File: src/rtl/sdram_pkg.sv
// Shared definitions for the SDRAM read-stream requester: FSM state
// encoding and the SDRAM data-bus width.
package sdram_pkg;

  localparam int SDRAM_DW = 16;

  typedef enum logic [1:0] {
    ST_IDLE = 2'd0,
    ST_REQ  = 2'd1,
    ST_DATA = 2'd2
  } rd_state_e;

endpackage

File: src/rtl/sdram_rd_ctrl.sv
// sdram_rd_ctrl: requests fixed-length SDRAM read bursts while the rfifo has
// room, forwards returned words into the rfifo and walks a wrapping read
// address over [rd_base_addr, rd_end_addr].
// Optional feature macro: RD_TIMEOUT_EN (DATA-state watchdog, drives tmo_err).
module sdram_rd_ctrl
  import sdram_pkg::*;
#(
  parameter int ADDR_W     = 22,
  parameter int BURST_LEN  = 8,
  parameter int USEDW_W    = 10,
  parameter int FIFO_DEPTH = 512,
  parameter int TMO_CYC    = 64
) (
  input  logic                sdram_clk,
  input  logic                rst,
  input  logic                rd_en,
  input  logic                rd_addr_load,
  input  logic [ADDR_W-1:0]   rd_base_addr,
  input  logic [ADDR_W-1:0]   rd_end_addr,
  input  logic [USEDW_W-1:0]  fifo_usedw,
  input  logic                fifo_full,
  output logic                rd_req,
  input  logic                rd_ack,
  output logic [ADDR_W-1:0]   rd_addr,
  input  logic                sdram_rd_vld,
  input  logic [SDRAM_DW-1:0] sdram_rd_data,
  output logic                fifo_wr_en,
  output logic [SDRAM_DW-1:0] fifo_wr_data,
  output logic                busy,
  output logic                ovf_err,
  output logic                tmo_err
);

  localparam int                 CNT_W    = $clog2(BURST_LEN) + 1;
  localparam logic [CNT_W-1:0]   CNT_LAST = CNT_W'(BURST_LEN - 1);
  localparam logic [USEDW_W:0]   DEPTH_X  = (USEDW_W + 1)'(FIFO_DEPTH);
  localparam logic [USEDW_W:0]   BURST_X  = (USEDW_W + 1)'(BURST_LEN);
  localparam logic [ADDR_W-1:0]  ADDR_INC = ADDR_W'(BURST_LEN);

  rd_state_e             state_q, state_d;
  logic [ADDR_W-1:0]     ptr_q, ptr_d;
  logic [CNT_W-1:0]      cnt_q, cnt_d;
  logic                  pend_q, pend_d;
  logic                  rd_req_q, rd_req_d;
  logic                  busy_q, busy_d;
  logic                  wr_en_q, wr_en_d;
  logic [SDRAM_DW-1:0]   wr_data_q, wr_data_d;
  logic                  ovf_q, ovf_d;

  logic [USEDW_W:0]      usedw_x_s;
  logic [USEDW_W:0]      room_s;
  logic                  space_ok_s;
  logic [ADDR_W-1:0]     ptr_next_s;

`ifdef RD_TIMEOUT_EN
  localparam int               WDOG_W    = $clog2(TMO_CYC) + 1;
  localparam logic [WDOG_W-1:0] WDOG_LAST = WDOG_W'(TMO_CYC - 1);
  logic [WDOG_W-1:0]     wdog_q, wdog_d;
  logic                  tmo_q, tmo_d;
`endif

  // Room test at USEDW_W+1 bits; a fill above the depth simply means no room.
  always_comb begin
    usedw_x_s  = {1'b0, fifo_usedw};
    room_s     = DEPTH_X - usedw_x_s;
    space_ok_s = 1'b0;
    if (usedw_x_s <= DEPTH_X) begin
      space_ok_s = (room_s >= BURST_X);
    end else begin
      space_ok_s = 1'b0;
    end
  end

  // Pointer value taken at burst end: a pending/coincident load wins over wrap/advance.
  always_comb begin
    ptr_next_s = ptr_q + ADDR_INC;
    if (pend_q || rd_addr_load) begin
      ptr_next_s = rd_base_addr;
    end else if (ptr_q == rd_end_addr) begin
      ptr_next_s = rd_base_addr;
    end else begin
      ptr_next_s = ptr_q + ADDR_INC;
    end
  end

  // Next-state and next-output computation for the request/data FSM.
  always_comb begin
    state_d   = state_q;
    ptr_d     = ptr_q;
    cnt_d     = cnt_q;
    pend_d    = pend_q;
    wr_en_d   = 1'b0;
    wr_data_d = wr_data_q;
    ovf_d     = ovf_q | (sdram_rd_vld & fifo_full);
`ifdef RD_TIMEOUT_EN
    wdog_d    = wdog_q;
    tmo_d     = tmo_q;
`endif
    case (state_q)
      ST_IDLE: begin
        pend_d = 1'b0;
        if (rd_addr_load) begin
          ptr_d = rd_base_addr;
        end else if (rd_en && space_ok_s) begin
          state_d = ST_REQ;
        end else begin
          state_d = ST_IDLE;
        end
      end
      ST_REQ: begin
        if (rd_addr_load) begin
          pend_d = 1'b1;
        end else begin
          pend_d = pend_q;
        end
        if (rd_ack) begin
          state_d = ST_DATA;
          cnt_d   = '0;
`ifdef RD_TIMEOUT_EN
          wdog_d  = '0;
`endif
        end else begin
          state_d = ST_REQ;
        end
      end
      ST_DATA: begin
        if (rd_addr_load) begin
          pend_d = 1'b1;
        end else begin
          pend_d = pend_q;
        end
        if (sdram_rd_vld) begin
          wr_en_d   = 1'b1;
          wr_data_d = sdram_rd_data;
          cnt_d     = cnt_q + CNT_W'(1);
`ifdef RD_TIMEOUT_EN
          wdog_d    = '0;
`endif
          if (cnt_q == CNT_LAST) begin
            ptr_d   = ptr_next_s;
            pend_d  = 1'b0;
            state_d = ST_IDLE;
          end else begin
            state_d = ST_DATA;
          end
`ifdef RD_TIMEOUT_EN
        end else if (wdog_q == WDOG_LAST) begin
          // Abandon the burst without advancing; IDLE re-requests the same address.
          tmo_d   = 1'b1;
          wdog_d  = '0;
          state_d = ST_IDLE;
        end else begin
          wdog_d  = wdog_q + WDOG_W'(1);
          state_d = ST_DATA;
`else
        end else begin
          state_d = ST_DATA;
`endif
        end
      end
      default: begin
        state_d = ST_IDLE;
      end
    endcase
    rd_req_d = (state_d == ST_REQ);
    busy_d   = (state_d != ST_IDLE);
  end

  // State, datapath and registered outputs with synchronous reset.
  always_ff @(posedge sdram_clk) begin
    if (rst) begin
      state_q   <= ST_IDLE;
      ptr_q     <= '0;
      cnt_q     <= '0;
      pend_q    <= 1'b0;
      rd_req_q  <= 1'b0;
      busy_q    <= 1'b0;
      wr_en_q   <= 1'b0;
      wr_data_q <= '0;
      ovf_q     <= 1'b0;
    end else begin
      state_q   <= state_d;
      ptr_q     <= ptr_d;
      cnt_q     <= cnt_d;
      pend_q    <= pend_d;
      rd_req_q  <= rd_req_d;
      busy_q    <= busy_d;
      wr_en_q   <= wr_en_d;
      wr_data_q <= wr_data_d;
      ovf_q     <= ovf_d;
    end
  end

`ifdef RD_TIMEOUT_EN
  // Watchdog counter and sticky timeout flag.
  always_ff @(posedge sdram_clk) begin
    if (rst) begin
      wdog_q <= '0;
      tmo_q  <= 1'b0;
    end else begin
      wdog_q <= wdog_d;
      tmo_q  <= tmo_d;
    end
  end

  assign tmo_err = tmo_q;
`else
  assign tmo_err = 1'b0;
`endif

  assign rd_req       = rd_req_q;
  assign rd_addr      = ptr_q;
  assign busy         = busy_q;
  assign fifo_wr_en   = wr_en_q;
  assign fifo_wr_data = wr_data_q;
  assign ovf_err      = ovf_q;

endmodule

File: config.mk
export PLATFORM = sky130hd
export DESIGN_NAME = sdram_rd_ctrl
export DESIGN_NICKNAME = d
export VERILOG_FILES = /design/src/rtl/sdram_pkg.sv /design/src/rtl/sdram_rd_ctrl.sv
export SDC_FILE = /design/constraint.sdc
export NUM_CORES = 1
export LEC_CHECK = 0
export ABC_AREA = 1
export BUFFER_PORTS_ARGS = -buffer_cell sky130_fd_sc_hd__buf_2
export CAP_MARGIN = 20
export CORE_UTILIZATION = 44
export CTS_CLUSTER_SIZE = 12
export DETAILED_ROUTE_END_ITERATION = 8
export GPL_TIMING_DRIVEN = 0
export PLACE_DENSITY_LB_ADDON = 0.25
export SLEW_MARGIN = 20
export SYNTH_ARGS = -nofsm -noshare
export SYNTH_HDL_FRONTEND = slang
export SYNTH_SLANG_ARGS = --single-unit
File: constraint.sdc
create_clock -name sdram_clk -period 1.8 [get_ports sdram_clk]
set_clock_uncertainty 0.1 [all_clocks]
set_input_delay 0.36 -clock sdram_clk [delete_from_list [all_inputs] [get_ports sdram_clk]]
set_output_delay 0.36 -clock sdram_clk [all_outputs]
set_load 0.01 [all_outputs]
After elaboration in Yosys (flattened, before gate mapping)
Index checks and enable logic that the tools add are counted.
{"block": "totals", "reg_bits": 49, "output_inout_bits": 43, "elab_cells": 58}
{"block": "op_classes", "addsub": 3, "n_lt_le_gt_ge": 2, "eq_ne": 9, "mux": 21, "bitwise": 3, "n_reduce_logical": 11}
{"op": "$mux 22", "n": 5}
{"op": "$pmux 22 s2", "n": 1}
{"op": "$add 22x4->22 const B", "n": 1}
{"op": "$eq 22x22->1", "n": 1}
{"op": "$ge 11x4->1 const B", "n": 1}
{"op": "$sub 10x10->11 const A", "n": 1}
{"op": "$le 10x10->1 const B", "n": 1}
{"op": "$mux 2", "n": 4}
{"op": "$mux 4", "n": 2}
{"op": "$ne 2x2->1 const B", "n": 4}
{"op": "$pmux 4 s2", "n": 1}
{"op": "$mux 1", "n": 6}
{"op": "$pmux 2 s3", "n": 1}
{"op": "$reduce_bool 2->1", "n": 3}
{"op": "$add 4x1->4 const B", "n": 1}
{"op": "$eq 2x1->1 const B", "n": 2}
{"op": "$eq 4x3->1 const B", "n": 1}
{"op": "$reduce_and 4->1", "n": 1}
{"op": "$pmux 1 s3", "n": 1}
{"op": "$reduce_and 3->1", "n": 1}
{"op": "$reduce_bool 3->1", "n": 1}
{"op": "$eq 2x2->1 const B", "n": 1}
{"op": "$logic_not 2->1", "n": 1}
{"op": "$reduce_and 2->1", "n": 1}
{"op": "6 further kinds", "n": 6}

Depth between registers and ports, before layout
Gate-level depths: netlist of run 1.
{"block": "logic_depth", "word_depth": 8, "mapped_depth": 15, "ltp_nobuf": 13}

Worst setup path before layout of run 1
No wires, ideal clock.
{"block": "synth_timing", "path_type": "reg-to-reg", "startpoint": "register ptr_q[4] (netlist: rd_addr[4])", "endpoint": "register ptr_q[15] (netlist: rd_addr[15])", "arrival_time_ps": 1521, "setup_slack_ps": 47, "stages_incl_launch_ff": 10, "path_buffers": 0, "period_less_slack_ps": 1753, "cell_sequence": "dfxtp_1 ha_1 nand3_1 nor2_2 nand2_1 nor2_1 xor2_1 nand3_1 nand3_1 a21oi_1"}
{"block": "synth_via", "elab_chain_len": 6, "word_cells_on_any_way": 7}
{"item": "from (decl)", "line": "sdram_rd_ctrl.sv:41", "rtl": "logic [ADDR_W-1:0] ptr_q, ptr_d;"}
{"item": "from (signal assigned)", "line": "sdram_rd_ctrl.sv:183", "rtl": "ptr_q <= ptr_d;"}
{"item": "$add 22x4->22 / $eq 22x22->1 (equally long branches)", "line": "sdram_rd_ctrl.sv:82, sdram_rd_ctrl.sv:79"}
{"item": "$mux 22 *", "line": "sdram_rd_ctrl.sv:79", "rtl": "end else if (ptr_q == rd_end_addr) begin"}
{"item": "$mux 22 *", "line": "sdram_rd_ctrl.sv:77", "rtl": "if (pend_q || rd_addr_load) begin"}
{"item": "$mux 22 *", "line": "sdram_rd_ctrl.sv:139", "rtl": "if (cnt_q == CNT_LAST) begin"}
{"item": "$mux 22 *", "line": "sdram_rd_ctrl.sv:132", "rtl": "if (sdram_rd_vld) begin"}
{"item": "$pmux 22 s2 *", "line": "sdram_rd_ctrl.sv:99", "rtl": "case (state_q)"}
Every way passes the cells marked *; elsewhere a longest branch is shown, timed or not. The select of a mux whose other input is x is not followed.
A chain may end at the register's enable or synchronous reset.

Worst setup path after layout of run 1
{"block": "layout_timing", "startpoint": "register ptr_q[5] (netlist: rd_addr[5])", "endpoint": "register ptr_q[11] (netlist: rd_addr[11])"}
The elaborated chain is that of the path after synthesis.

==> metrics.txt, run 1 <==
status=finished clean; number of global-route vias before repair=3190; RSZ-0062 raised after global routing=true; Reg2Reg Launch Point=rd_addr[5]; initial antenna violation count=0; CP endpoint=rd_addr[11]; worst r2r path cells=14; Async SR Flop Fraction=0; clock sinks=49; Residual DRC=0; Power Total=0.00284 W; dpl cell area=3760 um2; part of the cycle the worst path needs=0.993; Worst Setup Path Type=flip-flop to flip-flop; n_diodes=0; CTS Root Cell=clkbuf_8; slew at the pin with the worst max-slew slack=0.535 ns; DIE AREA=7310 um2; Max Transition Viols Final=0; Num CTS Buffers=5; I/O pin cnt=120; via count=3552; Synth area leaders=dfxtp_1 (32%), nand2_1 (17%), nor2_1 (11%); Port-buffer cells=118; critical path depth=14; Initial Utilization=0.454; Longest Clk Path Bufs=2; Clk pin slew, worst setup/hold paths=0.09 ns; gpl congestion=0.889; layout cells sized above 1=0.324; final hold vios=0; max cap viols=0; final wirelength=8.43 mm; most frequent cell after synthesis=nand2_1; first-pass GRT wire length=13.5 mm; syn nets=591; EDFF count, synth=0; post-synthesis register bit count=49; GRT Residual Overflow=0; Rows=30; TritonRoute pass-1 iters=6; drt wl/cell=11.6 um; CP most frequent cell=nand2_1; CP delay by family, top=simple AND/OR/NAND/NOR gates; floorplan core area=6760 um2; Final ANT Viol Nets=0; leakage dissipation=2.19 nW; most frequent cells after synthesis=nand2_1 (138), nor2_1 (87), inv_1 (65), dfxtp_1 (49), nand3_1 (38); pre-CTS WS=-0.258 ns; dpl hpwl=6.29 mm; Via density=4.90; clock latency at the later pin of the worst-skew pair=0.31 ns; largest net degree at the start of global routing=17; final setup margin=0.0135 ns; Slew HR=0.643; Unique masters post-synth=31; Initial DRC Count=186; Avg Inst Size Synth=6.05 um2; CP Capture Type=flip-flop; Critical Path AT=1.90 ns; Worst EP required=1.91 ns; cell taking the most area after synthesis=dfxtp_1; mapped cell area=3070 um2; setup violators final=0; Fillers=693; area share of the largest cell type after synthesis=0.320; Synth-to-Final Area Change=34.9%; PD cells=685 nW/um2; CTS tree=built; register area share after synthesis=0.320; htree depth=2; VDD IR max=491 uV; worst hold path class=primary input to flip-flop; CP Launch Point=rd_addr[5]; Die Ht=85.5 um; fmax=560 MHz; CTS Hold Buffers Added=0; post-route cell area=4140 um2; slowest stage delay, CP=0.34 ns; Synth warnings=0; r2r setup slk=0.01 ns; Total GRT Usage=0.227; final period demand of the worst path=1.79 ns; hold slack=0.187 ns; CP max stage cell=dfxtp_2; ys flop type=dfxtp_1; Nets=728; width of the die=85.5 um; CP Max Fanout=9; Hold Path Cell Cnt=3; instance count of the mapped netlist=507; type of origin of the critical path=flip-flop; R2R Path End=rd_addr[11]; worst path bufs/invs=4; CP Cell Sequence=buf_6 > nor2_2 > nor2_1 > nor2_1 > nand2_1 > nor2_2 > nand3_2 > nand2_4 > buf_8 > inv_8 > nand2_1 > nand3_1 > nand2_1 > inv_1
## placed cells by master (no fill, tap or decap), types with 4 or more instances in the layout
| master | n |
|---|---|
| nand2_1 | 135 |
| buf_2 | 119 |
| nor2_1 | 81 |
| inv_1 | 63 |
| nand3_1 | 35 |
| dfxtp_1 | 30 |
| o21ai_0 | 29 |
| a21oi_1 | 18 |
| buf_4 | 14 |
| dfxtp_2 | 13 |
| nor2_2 | 12 |
| inv_2 | 11 |
| xor2_1 | 11 |
| clkbuf_8 | 6 |
| nor3_1 | 6 |
| ha_1 | 6 |
| dfxtp_4 | 6 |
| clkbuf_1 | 5 |
| nand4_1 | 5 |
| nand3_2 | 4 |
## timing repair
item | in CTS | in global routing
resized for setup | 23 | 43
gates cloned | 1 | 1
setup buffers | 3 | 7
pin swaps | 3 | 8
endpoints found under the setup margin | 36 | 33
## flip-flops by register name, indices dropped and copies added, names as in the netlist
| signal | count |
|---|---|
| state_q | 2 |
| ovf_err | 1 |
| pend_q | 1 |
| fifo_wr_en | 1 |
| rd_addr | 22 |
| cnt_q | 4 |
| rd_req | 1 |
| busy | 1 |
| fifo_wr_data | 16 |
## cells by family (layout without fill, tap and decap cells)
| logic type | after synthesis | count (layout) | share of synthesized area |
|---|---|---|---|
| AO/OA/AOI/OAI | 54 | 54 | 0.0922 |
| XOR/XNOR | 14 | 14 | 0.0400 |
| adder cells (fa/ha/maj) | 7 | 7 | 0.0285 |
| buffers and inverters | 93 | 231 | 0.127 |
| flip-flops | 49 | 49 | 0.320 |
| other | 1 | 1 | 0.00122 |
| AND/OR/NAND/NOR | 289 | 289 | 0.391 |
## cell type report
cell class / count / area (um2) / area share
sequential: 49 / 1020 / 0.246
timing repair buffer: 130 / 698 / 0.169
clock inverter: 3 / 46.3 / 0.0112
buffer: 17 / 136 / 0.0330
multi-input combinational: 365 / 1770 / 0.428
inverter: 76 / 298 / 0.0719
tap: 80 / 100 / 0.0242
clock buffer: 5 / 68.8 / 0.0166
## worst min-delay path, delay by kind of cell
family / cells / cell delay [ns]
buffers and inverters: 1 / 0.07
and+or+nand+nor: 1 / 0.07
AOI/OAI and AO/OA: 1 / 0.05
## report_power, final
part	leakage (nW)	internal, W	switching, W	total [W]
clock network	0.0543	0.000416	0.000394	0.000810
logic	1.73	0.000333	0.000426	0.000759
registers	0.409	0.00117	0.0000925	0.00127
## per-layer routing
metal	track usage	part of all wire	up-vias
li1	-	-	1834
met4	0.0742	0.017	0
met1	0.274	0.42	1576
met5	0	0	-
met3	0.0366	0.062	14
met2	0.411	0.50	128
## through the flow
stage / setup TNS [ns] / instances / util
2_1_floorplan: 0 / 507 / -
3_3_place_gp: -5.29 / 705 / 0.556
3_5_place_dp: -6.60 / 705 / 0.556
4_1_cts: 0 / 717 / 0.586
5_1_grt: -1.25 / 725 / 0.613
6_report: 0 / 725 / 0.613
## how the worst min path moves through the flow
stage / from / to / slack (ns)
global route: sdram_rd_data[2] / fifo_wr_data[2] / 0.20
detailed placement: pend_q / pend_q / 0.35
CTS: sdram_rd_data[0] / fifo_wr_data[0] / 0.19
global placement: pend_q / pend_q / 0.34
finish: fifo_full / ovf_err / 0.19
floorplan: pend_q / pend_q / 0.33
Note: power is estimated with default switching activity, not from simulation.
==> run 2: changes to the inputs <==
--- a/config.mk
+++ b/config.mk
@@ -8,7 +8,8 @@
 export ABC_AREA = 1
 export BUFFER_PORTS_ARGS = -buffer_cell sky130_fd_sc_hd__buf_2
 export CAP_MARGIN = 20
-export CORE_UTILIZATION = 44
+export CORE_MARGIN = 1.5
+export CORE_UTILIZATION = 35
 export CTS_CLUSTER_SIZE = 12
 export DETAILED_ROUTE_END_ITERATION = 8
 export GPL_TIMING_DRIVEN = 0
==> run 2 against run 1 <==
Sequential share of layout area is 0.30 points lower. Wire length is 4.1% higher. Count of clock-buffer cells in the layout stayed put. Die area is 28% higher. Critical path type unchanged. Cell count is 3.3% higher. Sequential power hardly changed. Power is 2.7% lower. First-iteration DRC count is 32% lower. Via count is 2.9% lower. Sequential cell count stayed put. Combinational power is 2% higher.
==> metrics.txt, run 2 (synthesis results as in run 1) <==
max reg flops=22 (unchanged); CP Max Fanout=9 (unchanged); PD cells=661 nW/um2 (-3.5%); via count=3448 (-2.9%); fmax=570 MHz (+1.9%); final hold vios=0 (unchanged); Total GRT Usage=0.182 (-0.0451); DIE AREA=9340 um2 (+28%); first-pass GRT wire length=14.2 mm (+5.6%); Initial Utilization=0.368 (-0.0862); floorplan core area=8340 um2 (+23%); setup violators final=0 (unchanged); commonest non-fill, non-tap cell in the layout=nand2_1; status=finished clean; Longest Clk Path Bufs=2 (unchanged); Synth-to-Final Area Change=36.1%; top layer in use=met4; Rows=33 (+10%); layout cells sized above 1=0.335 (+0.0114); part of the cycle the worst path needs=0.974 (-0.0181); Power Total=0.00276 W (-2.7%); met2 WL=4.32 mm (+2.6%); final period demand of the worst path=1.75 ns (-0.0325 ns); routed length on met1=3.79 mm (+6.5%); Port-buffer cells=118 (unchanged); final setup margin=0.0460 ns (+0.0325 ns); initial antenna violation count=0 (unchanged); CP Cell Sequence=buf_6 > nor2_1 > nor2_1 > nor2_1 > nand2_1 > nor2_2 > nand3_2 > nand2_4 > buf_8 > inv_8 > nand2_1 > nand3_1 > nand2_1 > inv_1; drt wl/cell=11.7 um (+0.80%); worst hold path class=primary input to flip-flop; CTS Root Cell=clkbuf_8; Via density=4.60 (-6.0%); width of the die=96.6 um (+13%); Nets=727 (-0.14%); Slew HR=0.634 (-0.00923); Final ANT Viol Nets=0 (unchanged); CP Capture Type=flip-flop; TritonRoute pass-1 iters=4 (-2); most frequent cells in the layout=nand2_1 (131), buf_2 (118), nor2_1 (79); pre-CTS WS=-0.263 ns (-0.00570 ns); dpl hpwl=6.67 mm (+6.0%); Worst Setup Path Type=flip-flop to flip-flop; Critical Path AT=1.88 ns (-0.02 ns); slowest stage delay, CP=0.33 ns (about the same); CP max stage cell=dfxtp_2; RSZ-0062 raised after global routing=true; utilization after layout=0.501 (-0.112); Residual DRC=0 (unchanged); final wirelength=8.78 mm (+4.1%); GRT Residual Overflow=0 (unchanged); number of global-route vias before repair=3142 (-1.5%); max cap viols=0 (unchanged); Initial DRC Count=127 (-32%); Die Ht=96.6 um (+13%); VDD IR max=375 uV (-24%); I/O pin cnt=120 (unchanged); Max Transition Viols Final=0 (unchanged); leakage dissipation=2.18 nW (-0.58%); CTS tree=built; clock sinks=49 (unchanged); largest net degree at the start of global routing=19 (+2); met3 WL=535 um (+1.7%); htree depth=2 (unchanged); hold slack=0.177 ns (-0.00988 ns); type of origin of the critical path=flip-flop; CTS Hold Buffers Added=0 (unchanged); Num CTS Buffers=5 (unchanged); slew at the pin with the worst max-slew slack=0.549 ns (+0.0138 ns); Clk pin slew, worst setup/hold paths=0.11 ns (+0.02 ns); clock latency at the later pin of the worst-skew pair=0.31 ns (about the same); n_diodes=0 (unchanged); gpl congestion=0.839 (-5.6%); Worst EP required=1.92 ns (about the same)
[run 2: critical path, delay by kind of cell (launching register included)]
kind	cells	cell delay, ns
simple gates	10	0.86
buf+inv	4	0.36
flops	1	0.33
[run 2: worst paths after layout]
kind	from	to	slack, ns	cells after the start
worst max-delay path	rd_addr[5]	rd_addr[3]	0.05	14
worst min-delay path	fifo_full	ovf_err	0.18	3
worst max register to register	rd_addr[5]	rd_addr[3]	0.05	14
worst min register to register	pend_q	pend_q	0.36	2
[run 2: routing by layer]
layer	GRT usage	vias to the layer above
li1	-	1832
met1	0.223	1495
met2	0.336	109
met3	0.0224	12
met4	0.0435	0
met5	0	-
[run 2: area by class of cell]
type                    instances  area [um2]
clock buffers                   5        68.8
well taps                     105         131
plain buffers                  16         134
flip-flops and latches         49        1020
fillers                       900        4170
inverters                      76         300
clock inverters                 3        28.8
repair buffers                130         698
multi-input cells             365        1800
[run 2: through the flow]
step	instance area, um2	setup TNS (ns)	cells
2_1_floorplan	3070	0	507
3_5_place_dp	3790	-6.70	730
6_report	4180	0	749
3_3_place_gp	3790	-6.32	730
5_1_grt	4180	-1.06	749
4_1_cts	4000	0	743
[run 2: timing repair]
| item | 4_1_cts | 5_1_grt |
|---|---|---|
| gates resized for setup | 29 | 45 |
| endpoints found under the setup margin | 36 | 33 |
| setup buffers | 5 | 6 |
| cloned | 0 | 1 |
| pin swaps | 2 | 11 |
[run 2: where the power goes]
part	switching (W)	internal [W]
sequential	0.0000907	0.00117
clock	0.000429	0.000292
combinational	0.000433	0.000342
total	0.000953	0.00181
